File: src/rtl/tx_block.sv
// UART-style transmitter: one-byte holding register feeding an LSB-first start/data/stop shifter.
// Define TX_PARITY_EN to insert an even-parity bit between the data bits and the stop bit.
module tx_block #(
    parameter int BIT_PERIOD = 10
) (
    input  logic       clk,
    input  logic       n_rst,
    input  logic [7:0] tx_data,
    input  logic       tx_valid,
    output logic       tx_ready,
    output logic       serial_out,
    output logic       tx_busy,
    output logic       tx_done
);

    localparam int CW = $clog2(BIT_PERIOD);
    localparam logic [CW-1:0] CNT_LAST = CW'(BIT_PERIOD - 1);
    localparam logic [CW-1:0] CNT_PRE  = CW'(BIT_PERIOD - 2);

`ifdef TX_PARITY_EN
    typedef enum logic [2:0] {IDLE, START, DATA, PARITY, STOP} state_t;
    logic parity_bit;
`else
    typedef enum logic [2:0] {IDLE, START, DATA, STOP} state_t;
`endif

    state_t        state;
    logic [7:0]    hold_reg;
    logic [7:0]    shift_reg;
    logic [2:0]    bit_idx;
    logic [CW-1:0] clk_cnt;
    logic          bit_end;
    logic          load_now;

    // tx_ready doubles as the holding-register-empty flag
    assign bit_end  = (clk_cnt == CNT_LAST);
    assign load_now = !tx_ready && ((state == IDLE) || ((state == STOP) && bit_end));

    always_ff @(posedge clk) begin
        if (!n_rst) begin
            state      <= IDLE;
            hold_reg   <= '0;
            shift_reg  <= '0;
            bit_idx    <= '0;
            clk_cnt    <= '0;
            tx_ready   <= 1'b1;
            serial_out <= 1'b1;
            tx_busy    <= 1'b0;
            tx_done    <= 1'b0;
`ifdef TX_PARITY_EN
            parity_bit <= 1'b0;
`endif
        end else begin
            tx_done <= (state == STOP) && (clk_cnt == CNT_PRE);

            if (tx_valid && tx_ready) begin
                hold_reg <= tx_data;
                tx_ready <= 1'b0;
            end

            case (state)
                IDLE: begin
                    clk_cnt    <= '0;
                    serial_out <= 1'b1;
                end
                START: begin
                    if (bit_end) begin
                        clk_cnt    <= '0;
                        state      <= DATA;
                        bit_idx    <= '0;
                        serial_out <= shift_reg[0];
                        shift_reg  <= shift_reg >> 1;
                    end else begin
                        clk_cnt <= clk_cnt + 1'b1;
                    end
                end
                DATA: begin
                    if (bit_end) begin
                        clk_cnt <= '0;
                        if (bit_idx == 3'd7) begin
`ifdef TX_PARITY_EN
                            state      <= PARITY;
                            serial_out <= parity_bit;
`else
                            state      <= STOP;
                            serial_out <= 1'b1;
`endif
                        end else begin
                            bit_idx    <= bit_idx + 3'd1;
                            serial_out <= shift_reg[0];
                            shift_reg  <= shift_reg >> 1;
                        end
                    end else begin
                        clk_cnt <= clk_cnt + 1'b1;
                    end
                end
`ifdef TX_PARITY_EN
                PARITY: begin
                    if (bit_end) begin
                        clk_cnt    <= '0;
                        state      <= STOP;
                        serial_out <= 1'b1;
                    end else begin
                        clk_cnt <= clk_cnt + 1'b1;
                    end
                end
`endif
                STOP: begin
                    if (bit_end) begin
                        clk_cnt <= '0;
                        state   <= IDLE;
                        tx_busy <= 1'b0;
                    end else begin
                        clk_cnt <= clk_cnt + 1'b1;
                    end
                end
                default: state <= IDLE;
            endcase

            // Overrides the IDLE/STOP exits so a pending byte starts with no idle gap
            if (load_now) begin
                state      <= START;
                shift_reg  <= hold_reg;
                tx_ready   <= 1'b1;
                serial_out <= 1'b0;
                tx_busy    <= 1'b1;
                clk_cnt    <= '0;
`ifdef TX_PARITY_EN
                parity_bit <= ^hold_reg;
`endif
            end
        end
    end

endmodule

File: config.mk
export PLATFORM = sky130hd
export DESIGN_NAME = tx_block
export DESIGN_NICKNAME = d
export VERILOG_FILES = /design/src/rtl/tx_block.sv
export SDC_FILE = /design/constraint.sdc
export NUM_CORES = 1
export LEC_CHECK = 0
export ABC_AREA = 1
export CORE_ASPECT_RATIO = 1.2
export CORE_MARGIN = 3
export CORE_UTILIZATION = 50
export CTS_BUF_LIST = sky130_fd_sc_hd__clkbuf_16
export DETAILED_ROUTE_END_ITERATION = 16
export GPL_TIMING_DRIVEN = 0
export PLACE_DENSITY = 0.74
export SKIP_CTS_REPAIR_TIMING = 1
export SYNTH_ARGS = -nofsm -noshare
export SYNTH_HDL_FRONTEND = slang
export SYNTH_SLANG_ARGS = --single-unit
File: constraint.sdc
create_clock -name clk -period 1.35 [get_ports clk]
set_input_delay 0.405 -clock clk [delete_from_list [all_inputs] [get_ports clk]]
set_output_delay 0.405 -clock clk [all_outputs]
set_load 0.02 [all_outputs]
==> flow_metrics.tcl <==
set metrics [dict create \
    cp-end-kind "register" \
    htree_levels 2 \
    p_comb_frac 0.236 \
    crit_required_ns 1.54 \
    fin_tns_setup_ns -1.74 \
    place_inst 239 \
    via_per_inst 5.68 \
    dpl_cell_area_um2 1730 \
    chipWidth_um 55.3 \
    swShare 0.289 \
    vdd_drop_max_mv 1.30 \
    synth.yosys.seq_area_share 0.398 \
    routedWlPerCell_um 15.9 \
    clock-sinks 29 \
    core_area_um2 2650 \
    synth_cell_types 25 \
    fin_crit_sh 1.14 \
    clk_pin_slew_ns 0.05 \
    synthAdderAreaFrac 0.0858 \
    power_frac_clock 0.388 \
    synth_warnings 0 \
    cp.arrival_ns 1.72 \
    muxShareOfSynthArea 0 \
    violations "setup timing" \
    yosys.area_share.xor_xnor 0.0120 \
    nets 243 \
    hold_violations 0 \
    fp.dieArea_um2 3600 \
    switchingPower_uw 755 \
    io_pins 15 \
    synth_top_family_by_area "simple AND/OR/NAND/NOR gates" \
    multi_input_area_um2 990 \
    synthToLayoutAreaGrowth_pct 48.4 \
    hp-class "register to register" \
    fmax_ghz 0.651 \
    ys_seq_elements 29 \
    final_common_cell "nand2_1" \
    layout_min_cycle_time_ns 1.54 \
    drc 0 \
    endpoint "bit_idx[1]" \
    dp_hpwl_um 2330 \
    grt_pass1_vias 1271 \
    outcome "finished, violations left" \
    drive_gt1_frac 0.347 \
    synth-compound-area-share 0.147 \
    grt.total_usage 0.192 \
    clkLatencyLatePin_ns 0.28 \
    grt_max_degree 11 \
    startpoint_type "register" \
    ant_nets 0 \
    crit_start "bit_idx[0]" \
    maxCapViolCount 0 \
    fin_cells 255 \
    layout_setup_ws_ns -0.185 \
    antenna_found_initial 0 \
    grt_pass1_wl_um 5410 \
    power.leakage_nw 0.972 \
    timing.rr.end "bit_idx[1]" \
    r2r_cells 9 \
    gp_congestion 0.787 \
    power_mw 2.61 \
    cts_buffers 5 \
    via_count 1448 \
    die_h_um 65.2 \
    relSlewSlack 0.741 \
    p_per_area_nw_per_um2 1200 \
    drtPass1Iterations 4 \
    overflow 0 \
    avgSynthCellArea_um2 7.60 \
    ctsRootBufferMaster "clkbuf_16" \
    place_ws_ns -0.474 \
    fin_hold_ws_ns 0.453 \
    final_cell_mix "25 x nand2_1, 23 x dfxtp_1, 22 x nand3_1" \
    portBuffers 14 \
    p_int_mw 1.85 \
    skew_ns 0.00599 \
    wl_um 4060 \
    start_util 0.550 \
    synth_edf_count 0 \
    fillers 187 \
    cts_tree "built" \
    synth_fp_nets 213 \
    path_class "register to register" \
    final_util 0.816 \
    std_cell_rows 20 \
    r2r-start "bit_idx[0]" \
    yosys.area_share.simple 0.268 \
    setup_viol 14 \
    synth_cells 192 \
    fin_area_um2 2160 \
    diodes 0 \
    clockBufferDepth 2 \
    syn-cell-area_um2 1460 \
    finalMaxSlewViolations 0 \
    rrSetupSlack_ns -0.19 \
    synth-async-reset-ratio 0 \
    worst_slew_pin_slew_ns 0.389 \
    rsz0062_at_grt "true" \
    p_seq_frac 0.376 \
    synth_flop_cell "dfxtp_1" \
    drt_iter0_markers 53 \
    cp_max_fo 8 \
    seq_area_um2 596 \
]
==> critical path: stages, from the launching register on <==
cell     delay [ns]
dfxtp_4        0.35
ha_4           0.16
ha_4           0.16
nand2_4        0.06
inv_2          0.04
nor2_4         0.21
nand2_4        0.11
inv_2          0.10
nand3_1        0.09
a21oi_1        0.17
==> cell usage after synthesis (all sizes together), types with 2 or more instances <==
cell type | instances | area (um^2)
buf | 3 | 26.3
dfxtp | 29 | 581
a22oi | 2 | 15.0
nand2 | 34 | 140
nor2 | 17 | 71.3
nand3 | 31 | 160
a21oi | 20 | 126
o21ai | 13 | 65.1
ha | 10 | 125
inv | 24 | 90.1
nand4 | 2 | 18.8
clkbuf | 3 | 11.3
==> layout make-up <==
type / instances / area share
Sequential cell: 29 / 0.275
Tap cell: 33 / 0.0191
Buffer: 6 / 0.0283
Timing Repair Buffer: 23 / 0.113
Clock inverter: 2 / 0.00347
Clock buffer: 5 / 0.0578
Inverter: 25 / 0.0457
Multi-Input combinational cell: 132 / 0.457
==> logic make-up (layout without fill, tap and decap cells) <==
| logic type | Yosys count | in the layout |
|---|---|---|
| AO/OA/AOI/OAI | 36 | 36 |
| XOR/XNOR | 2 | 2 |
| adder cells (fa/ha/maj) | 10 | 10 |
| buffers and inverters | 31 | 61 |
| flip-flops | 29 | 29 |
| AND/OR/NAND/NOR | 84 | 84 |
==> layer usage <==
layer / routed length, um / GRT usage
met1: 1480 / 0.178
met2: 2240 / 0.385
met3: 192 / 0.0609
met4: 147 / 0.0669
met5: 0 / 0
==> worst min-delay path by stage <==
stage	startpoint	to	slack, ns	cells after the start
final	hold_reg[2]	hold_reg[2]	0.45	2
after global routing	hold_reg[0]	hold_reg[0]	0.48	2
after CTS	hold_reg[4]	hold_reg[4]	0.45	2
after detailed placement	hold_reg[1]	hold_reg[1]	0.45	2
after global placement	hold_reg[4]	hold_reg[4]	0.44	2
after floorplan	hold_reg[1]	hold_reg[1]	0.43	2
==> power by group through the flow <==
stage | combinational, mW | clock (mW) | sequential (mW)
after floorplan | 0.313 | 0 | 0.996
after global placement | 0.435 | 0 | 0.986
after detailed placement | 0.449 | 0 | 0.990
after CTS | 0.455 | 1.02 | 0.974
after global routing | 0.665 | 1.08 | 0.987
final | 0.614 | 1.01 | 0.981
(Power assumes the default switching activity.)
